`config.mk`:
```
export PLATFORM = sky130hd
export DESIGN_NAME = multicycle_control
export DESIGN_NICKNAME = d
export VERILOG_FILES = /design/src/rtl/cpu_ctl_pkg.sv /design/src/rtl/ctl_decode.sv /design/src/rtl/multicycle_control.sv
export SDC_FILE = /design/constraint.sdc
export NUM_CORES = 1
export LEC_CHECK = 0
export BUFFER_PORTS_ARGS = -buffer_cell sky130_fd_sc_hd__buf_4
export CORE_MARGIN = 1.5
export CORE_UTILIZATION = 39
export CTS_BUF_LIST = sky130_fd_sc_hd__clkbuf_4
export DETAILED_ROUTE_END_ITERATION = 8
export GPL_TIMING_DRIVEN = 0
export PLACE_DENSITY = 0.78
export SLEW_MARGIN = 30
export SYNTH_ARGS = -nofsm -noshare
export SYNTH_HDL_FRONTEND = slang
export SYNTH_SLANG_ARGS = --single-unit
```
`constraint.sdc`:
```
create_clock -name clk -period 1.5 [get_ports clk]
set_input_delay 0.3 -clock clk [delete_from_list [all_inputs] [get_ports clk]]
set_output_delay 0.3 -clock clk [all_outputs]
set_load 0.01 [all_outputs]
```
`src/rtl/cpu_ctl_pkg.sv`:
```
// rtl/cpu_ctl_pkg.sv - shared encodings for the multi-cycle control path and datapath muxes
// Contents: FSM state encoding, opcode/funct constants, alu_cmd, pc_src,
//           reg_dst and wb_src encodings, decoded instruction classes.
package cpu_ctl_pkg;

  typedef enum logic [2:0] {
    ST_FETCH  = 3'd0,
    ST_DECODE = 3'd1,
    ST_EXEC   = 3'd2,
    ST_MEM    = 3'd3,
    ST_WB     = 3'd4,
    ST_TRAP   = 3'd7
  } state_e;

  localparam logic [5:0] OP_RTYPE = 6'h00;
  localparam logic [5:0] OP_J     = 6'h02;
  localparam logic [5:0] OP_JAL   = 6'h03;
  localparam logic [5:0] OP_BNE   = 6'h05;
  localparam logic [5:0] OP_ADDI  = 6'h08;
  localparam logic [5:0] OP_XORI  = 6'h0E;
  localparam logic [5:0] OP_LW    = 6'h23;
  localparam logic [5:0] OP_SW    = 6'h2B;

  localparam logic [5:0] FN_JR    = 6'h08;
  localparam logic [5:0] FN_ADD   = 6'h20;
  localparam logic [5:0] FN_SUB   = 6'h22;
  localparam logic [5:0] FN_SLT   = 6'h2A;

  typedef enum logic [2:0] {
    ALU_ADD = 3'b000,
    ALU_SUB = 3'b001,
    ALU_XOR = 3'b010,
    ALU_SLT = 3'b011
  } alu_cmd_e;

  typedef enum logic [1:0] {
    PC_SEQ    = 2'd0,
    PC_BRANCH = 2'd1,
    PC_JUMP   = 2'd2,
    PC_REG    = 2'd3
  } pc_src_e;

  typedef enum logic [1:0] {
    RD_RT  = 2'd0,
    RD_RD  = 2'd1,
    RD_R31 = 2'd2
  } reg_dst_e;

  typedef enum logic [1:0] {
    WB_ALU  = 2'd0,
    WB_MEM  = 2'd1,
    WB_LINK = 2'd2
  } wb_src_e;

  typedef enum logic [3:0] {
    CLS_NONE,
    CLS_RALU,
    CLS_JR,
    CLS_ADDI,
    CLS_XORI,
    CLS_LW,
    CLS_SW,
    CLS_BNE,
    CLS_J,
    CLS_JAL
  } instr_class_e;

endpackage

```
`src/rtl/ctl_decode.sv`:
```
// rtl/ctl_decode.sv - combinational opcode/funct decode to instruction class and ALU command
// Ports: opcode, funct (in)  - IR fields
//        cls (out)            - instruction class
//        alu_cmd (out)        - ALU command used in EXEC
//        legal (out)          - instruction is in the supported set
module ctl_decode
  import cpu_ctl_pkg::*;
(
  input  logic [5:0]   opcode,
  input  logic [5:0]   funct,
  output instr_class_e cls,
  output alu_cmd_e     alu_cmd,
  output logic         legal
);

  always_comb begin
    cls     = CLS_NONE;
    alu_cmd = ALU_ADD;
    legal   = 1'b1;
    case (opcode)
      OP_RTYPE: begin
        case (funct)
          FN_ADD: begin cls = CLS_RALU; alu_cmd = ALU_ADD; end
          FN_SUB: begin cls = CLS_RALU; alu_cmd = ALU_SUB; end
          FN_SLT: begin cls = CLS_RALU; alu_cmd = ALU_SLT; end
          FN_JR:  cls = CLS_JR;
          default: legal = 1'b0;
        endcase
      end
      OP_LW:   cls = CLS_LW;
      OP_SW:   cls = CLS_SW;
      OP_ADDI: cls = CLS_ADDI;
      OP_XORI: begin cls = CLS_XORI; alu_cmd = ALU_XOR; end
      OP_BNE:  begin cls = CLS_BNE;  alu_cmd = ALU_SUB; end
      OP_J:    cls = CLS_J;
      OP_JAL:  cls = CLS_JAL;
      default: legal = 1'b0;
    endcase
  end

endmodule

```
`src/rtl/multicycle_control.sv`:
```
// rtl/multicycle_control.sv - FETCH/DECODE/EXEC/MEM/WB control sequencer for the shared datapath
// Inputs:  clk, reset_n (async, active low), opcode, funct, zero,
//          imem_ready, dmem_ready
// Outputs: imem_req, dmem_req, dmem_we, pc_write, pc_src, ir_write,
//          reg_write, reg_dst, wb_src, alu_src_imm, alu_cmd, state, illegal
// Option:  MULTICYCLE_CTL_PERF_EN adds cycle_count and instr_count (32-bit).
module multicycle_control
  import cpu_ctl_pkg::*;
(
  input  logic        clk,
  input  logic        reset_n,
  input  logic [5:0]  opcode,
  input  logic [5:0]  funct,
  input  logic        zero,
  input  logic        imem_ready,
  input  logic        dmem_ready,
  output logic        imem_req,
  output logic        dmem_req,
  output logic        dmem_we,
  output logic        pc_write,
  output logic [1:0]  pc_src,
  output logic        ir_write,
  output logic        reg_write,
  output logic [1:0]  reg_dst,
  output logic [1:0]  wb_src,
  output logic        alu_src_imm,
  output logic [2:0]  alu_cmd,
  output logic [2:0]  state,
  output logic        illegal
`ifdef MULTICYCLE_CTL_PERF_EN
  ,
  output logic [31:0] cycle_count,
  output logic [31:0] instr_count
`endif
);

  state_e       state_q, state_d;
  logic         illegal_q, illegal_d;
  instr_class_e dec_cls;
  alu_cmd_e     dec_alu;
  logic         dec_legal;

  ctl_decode u_decode (
    .opcode  (opcode),
    .funct   (funct),
    .cls     (dec_cls),
    .alu_cmd (dec_alu),
    .legal   (dec_legal)
  );

  always_comb begin
    state_d   = state_q;
    illegal_d = illegal_q;
    case (state_q)
      ST_FETCH:  if (imem_ready) state_d = ST_DECODE;
      ST_DECODE: begin
        if (!dec_legal) begin
          state_d   = ST_TRAP;
          illegal_d = 1'b1;
        end else begin
          state_d = ST_EXEC;
        end
      end
      ST_EXEC: begin
        case (dec_cls)
          CLS_RALU, CLS_ADDI, CLS_XORI: state_d = ST_WB;
          CLS_LW, CLS_SW:               state_d = ST_MEM;
          default:                      state_d = ST_FETCH;
        endcase
      end
      ST_MEM:  if (dmem_ready) state_d = (dec_cls == CLS_LW) ? ST_WB : ST_FETCH;
      ST_WB:   state_d = ST_FETCH;
      ST_TRAP: state_d = ST_TRAP;
      default: state_d = ST_FETCH;
    endcase
  end

  always_ff @(posedge clk or negedge reset_n) begin
    if (!reset_n) begin
      state_q   <= ST_FETCH;
      illegal_q <= 1'b0;
    end else begin
      state_q   <= state_d;
      illegal_q <= illegal_d;
    end
  end

  // Outputs are gated by reset_n so that an asserted reset kills every
  // request and write strobe in the same instant, not at the next edge.
  always_comb begin
    imem_req    = 1'b0;
    dmem_req    = 1'b0;
    dmem_we     = 1'b0;
    pc_write    = 1'b0;
    pc_src      = PC_SEQ;
    ir_write    = 1'b0;
    reg_write   = 1'b0;
    reg_dst     = RD_RT;
    wb_src      = WB_ALU;
    alu_src_imm = 1'b0;
    alu_cmd     = ALU_ADD;
    if (reset_n) begin
      case (state_q)
        ST_FETCH: begin
          imem_req = 1'b1;
          ir_write = imem_ready;
          pc_write = imem_ready;
        end
        ST_EXEC: begin
          alu_cmd = dec_alu;
          case (dec_cls)
            CLS_ADDI, CLS_XORI, CLS_LW, CLS_SW: alu_src_imm = 1'b1;
            CLS_BNE: begin
              pc_write = ~zero;
              pc_src   = PC_BRANCH;
            end
            CLS_J: begin
              pc_write = 1'b1;
              pc_src   = PC_JUMP;
            end
            CLS_JAL: begin
              pc_write  = 1'b1;
              pc_src    = PC_JUMP;
              reg_write = 1'b1;
              reg_dst   = RD_R31;
              wb_src    = WB_LINK;
            end
            CLS_JR: begin
              pc_write = 1'b1;
              pc_src   = PC_REG;
            end
            default: ;
          endcase
        end
        ST_MEM: begin
          dmem_req = 1'b1;
          dmem_we  = (dec_cls == CLS_SW);
        end
        ST_WB: begin
          reg_write = 1'b1;
          if (dec_cls == CLS_RALU) reg_dst = RD_RD;
          if (dec_cls == CLS_LW)   wb_src  = WB_MEM;
        end
        default: ;
      endcase
    end
  end

  assign state   = state_q;
  assign illegal = illegal_q;

`ifdef MULTICYCLE_CTL_PERF_EN
  logic [31:0] cycle_count_q, cycle_count_d;
  logic [31:0] instr_count_q, instr_count_d;

  always_comb begin
    cycle_count_d = cycle_count_q;
    instr_count_d = instr_count_q;
    if (state_q != ST_TRAP) begin
      cycle_count_d = cycle_count_q + 32'd1;
      // Any FETCH entry from outside FETCH marks a retired instruction.
      if (state_q != ST_FETCH && state_d == ST_FETCH)
        instr_count_d = instr_count_q + 32'd1;
    end
  end

  always_ff @(posedge clk or negedge reset_n) begin
    if (!reset_n) begin
      cycle_count_q <= 32'd0;
      instr_count_q <= 32'd0;
    end else begin
      cycle_count_q <= cycle_count_d;
      instr_count_q <= instr_count_d;
    end
  end

  assign cycle_count = cycle_count_q;
  assign instr_count = instr_count_q;
`endif

endmodule

```
[Word level (Yosys, flattened, before mapping)]
Cells that the tools add are included.
Cells by class
  equal/unequal tests: 27
  mux-type cells: 41
  bitwise gates (word level): 2
  reduce and logical (&&, ||, !) cells: 12
Operators by type and width (count)
  $pmux W4 S8: 1
  $eq A6 B6 Y1 const B: 5
  $eq A6 B4 Y1 const B: 3
  $mux W3: 6
  $mux W1: 17
  $eq A4 B3 Y1 const B: 4
  $pmux W2 S2: 4
  $pmux W3 S5: 1
  $eq A6 B2 Y1 const B: 2
  $mux W2: 5
  $pmux W3 S3: 1
  $reduce_or A3 Y1: 3
  $eq A4 B2 Y1 const B: 2
  $eq A4 B4 Y1 const B: 2
  $pmux W1 S2: 4
  $reduce_or A4 Y1: 2
  $reduce_or A7 Y1: 1
  $eq A3 B2 Y1 const B: 2
  $eq A3 B3 Y1 const B: 2
  $eq A6 B3 Y1 const B: 1
  $logic_not A6 Y1: 1
  $pmux W2 S3: 1
  $pmux W3 S2: 1
  $eq A4 B1 Y1 const B: 1
  other kinds (6): 10
Storage, ports and cells
  bits in registers: 4
  output and inout bits: 20
  logic and storage cells: 84

[Longest topological paths before layout]
  depth in word-level cells: 9
  gate-level depth with buffers: 6
  mapped depth without buffers: 5

[Modules after synthesis]
Synthesis repeated with hierarchy kept, for this count alone.
Second synthesis, totals
  cells, all modules: 116
  area total of the unflattened synthesis: 932.1 µm²
Modules (own cells, without submodules)
  multicycle_control: instances 1, cells each 74, area each 634.4 µm², seq. area each 100.1 µm²
  ctl_decode: instances 1, cells each 42, area each 297.8 µm², seq. area each 0.0 µm²

[Worst setup path after synthesis]
Ideal clock, no wire load.
  path kind: input -> output
  start: in opcode[3]
  end: out reg_write
  arrival: 1.428 ns
  data required time: 1.200 ns
  slack: -0.228 ns
  cell stages on the path: 5
  path buffers: 0
  cell sequence: and3b_1 a21oi_1 or3_1 a311oi_2 a31o_1
On the way
  word-level cells in the longest chain between the ends: 6
  elaborated cells between the ends (all ways): 13
Ends and longest elaborated chain
  start, declared: RTL line multicycle_control.sv:12  | input logic [5:0] opcode,
  $eq A6 B2 Y1, or another cell as far along: RTL line ctl_decode.sv:20  | case (opcode)
  $pmux W4 S8 *: RTL line ctl_decode.sv:20
  $eq A4 B4 Y1 *: RTL line multicycle_control.sv:111  | case (dec_cls)
  $mux W1 *: RTL line multicycle_control.sv:111
  $pmux W1 S2 *: RTL line multicycle_control.sv:103  | case (state_q)
  $mux W1 *: RTL line multicycle_control.sv:102  | if (reset_n) begin
  end, declared: RTL line multicycle_control.sv:23  | output logic reg_write,
Every way passes the cells marked *; elsewhere a longest branch is shown, timed or not.

[Final worst setup path]
  start: in funct[4]
  end: out reg_write
On the way
  word-level cells in the longest chain between the ends: 8
  elaborated cells between the ends (all ways): 11
Ends and longest elaborated chain
  start, declared: RTL line multicycle_control.sv:13  | input logic [5:0] funct,
  $eq A6 B6 Y1: RTL line ctl_decode.sv:22  | case (funct)
  $reduce_or A3 Y1 (no source line)
  $pmux W2 S2 *: RTL line ctl_decode.sv:22
  $pmux W4 S8 *: RTL line ctl_decode.sv:20
  $eq A4 B4 Y1 *: RTL line multicycle_control.sv:111
  $mux W1 *: RTL line multicycle_control.sv:111
  $pmux W1 S2 *: RTL line multicycle_control.sv:103
  $mux W1 *: RTL line multicycle_control.sv:102
Marks and branches as above.

==> qor.yml <==
peakVddDrop_v: 0.001214
m1WireLength_mm: 1.081
ys.flop_type: "dfrtp_1"
yosysUniqueCellTypes: 35
ys_ff_latch: 4
grt_overflow: 0
cts_buffers: 3
r2r_setup_slack_ns: -0.09
leakagePower_nw: 0.5388
timing.rr.start: "state[1]$_DFFE_PN0P_"
wl_met2_mm: 1.393
syn_to_final_growth_pct: 105.3
dieHeight_um: 41.21
synth-edff-count: 0
gp_congestion: 0.8996
p_int_w: 0.0006637
pwr-share-clk_pct: 12.0
insertion_delay_ns: 0.25
highest_layer: "met4"
grt_pass1_vias: 743
syn_nets: 97
fin_crit_sh_pct: 127.3
core_mm2: 0.001334
insertedDiodeCount: 0
dpl_cell_area_um2: 847.1
worstPathRequired_ns: 1.20
outcome: "finished, violations left"
wl_mm: 2.920
dp_slack_ns: -0.4308
antenna_found_initial: 0
antenna_left: 0
setup_violations: 17
power.switching_w: 0.0005517
cp-end-kind: "output pin"
root_buffer: "clkbuf_4"
fill_cells: 61
hold_depth: 4
first_iter_violations: 50
power-per-cell-area_mw_per_mm2: 1040
drv_cap: 0
r2r-end: "state[2]$_DFFE_PN0P_"
syn_area_um2: 569.3
route.met3.wl_um: 285
cp-start-kind: "input pin"
synthCells: 80
cts_htree_levels: 1
syn_avg_cell_area_um2: 7.116
drc: 0
grt_max_degree: 11
wire_per_inst_um: 20.28
p_sw_share_pct: 45.39
hold_viol: 0
io_buffers: 34
fin_crit_ns: 1.909
grt_pass1_wl_mm: 3.505
worstPathMaxFanout: 3
vias: 925
yosysWarnings: 0
pwr-share-seq_pct: 18.0
final_nets: 148
dieArea_mm2: 0.001698
clock_path_buffers: 2
final_layout_size_suffix_gt1_share_pct: 61.24
rsz0062_at_grt: "true"
finalClockSkew_ns: 0.01572
cts_sinks: 4
final_cell_mix: "37 x buf_4, 11 x buf_6, 5 x nand2_1, 5 x nand3_1, 5 x nor2_1"
initial_utilization_pct: 42.68
path_class: "input pin to output pin"
max_freq_mhz: 523.8
gr-usage-all-layers_pct: 32.52
r2r_cells: 5
worst_slack_ns: -0.4093
power_frac_comb_pct: 70.0
fin_area_mm2: 0.001169
cp.arrival_ns: 1.61
dp_hpwl_mm: 1.392
cts_tree: "built"
seq_area_frac_synth_pct: 17.58
dieWidth_um: 41.21
via_per_inst: 6.424
mostFrequentLayoutCell: "buf_4"
hold_end: "state[1]$_DFFE_PN0P_"
num_rows: 13
drt_first_pass_iters: 5
violations: "setup timing"
hold_class: "input pin to register"
cts.clk_slew.worst_paths_ns: 0.03
drv_slew: 0
min_from: "dmem_ready"
ys_async_sr_fraction_pct: 100.0
ios: 37
==> critical path, stage by stage <==
cell      delay (ns)
buf_6           0.10
nor3_4          0.19
and2_4          0.17
nand4_1         0.16
a311oi_4        0.40
a31o_1          0.18
buf_6           0.11
==> worst max-delay path by stage <==
stage / to / from
detailed placement: wb_src[1] / funct[0]
global placement: reg_write / funct[0]
CTS: reg_write / opcode[3]
global route: pc_write / funct[4]
finish: reg_write / funct[4]
floorplan: reg_write / opcode[1]
==> logic make-up (layout without fill, tap and decap cells) <==
kind of cell    after synthesis  after routing  share of synthesized area [%]
xor+xnor                      1              1                          1.539
compound gates               15             15                          19.56
other cells                   1              1                         0.6587
mux                           1              1                          1.758
simple gates                 51             51                          51.43
buf+inv                       7             56                          7.471
flops                         4              4                          17.58
==> sequential cells by signal, summed over array words and instances, names as in the netlist <==
signal and flops:
state 3, illegal 1
==> layout make-up <==
| cell class | instances | area, µm² | area share (%) |
|---|---|---|---|
| clock buffers | 3 | 22.52 | 1.927 |
| multi-input cells | 69 | 559.3 | 47.86 |
| repair buffers | 47 | 400.4 | 34.26 |
| plain buffers | 5 | 53.80 | 4.604 |
| flip-flops and latches | 4 | 102.6 | 8.779 |
| inverters | 1 | 11.26 | 0.9636 |
| well taps | 15 | 18.77 | 1.606 |
==> power groups by stage <==
stage / logic (W) / registers, W / clock network, W
6_report: 0.000850 / 0.000219 / 0.000146
5_1_grt: 0.000908 / 0.000219 / 0.000164
4_1_cts: 0.000682 / 0.000180 / 0.000151
3_5_place_dp: 0.000512 / 0.000169 / 0
3_3_place_gp: 0.000504 / 0.000168 / 0
2_1_floorplan: 0.000300 / 0.000183 / 0
==> routing by layer <==
layer	global-route usage [%]	vias to the layer above
li1	-	399
met1	39.03	428
met2	56.64	77
met3	5.978	21
met4	12.10	0
met5	0	-
==> synthesized netlist by cell type, drive strengths merged, types with 2 or more instances <==
cell / n / area (µm²)
nor2: 8 / 30.03
nand3: 6 / 30.03
nand4: 2 / 12.51
nand2: 6 / 22.52
dfrtp: 4 / 100.1
and2: 2 / 12.51
clkbuf: 2 / 7.510
a21oi: 6 / 30.03
buf: 4 / 31.27
and3b: 2 / 17.52
nor2b: 3 / 18.77
a311o: 2 / 20.02
or3: 3 / 20.02
and3: 5 / 31.28
nand2b: 3 / 18.77
nor3: 7 / 46.30
==> metrics by stage <==
step	utilization, %	cells	power, W	setup TNS [ns]	hold slack (ns)
5_1_grt	87.62	144	0.001292	-4.238	0.4331
4_1_cts	83.40	144	0.001014	-2.968	0.3839
2_1_floorplan	-	80	0.0004830	-0.4235	0.004409
3_5_place_dp	63.51	129	0.0006807	-3.063	0.1069
6_report	87.62	144	0.001215	-3.577	0.3975
3_3_place_gp	63.51	129	0.0006718	-2.875	0.1061
==> timing repair <==
item                                    in CTS  in global routing
pin swaps                                    6                  7
setup buffers                               11                  4
resized for setup                           37                 22
endpoints found under the hold margin        4                  0
endpoints found under the setup margin      17                 18
hold buffers                                 1                  0
No activity file was read; power rests on OpenSTA's default activity.
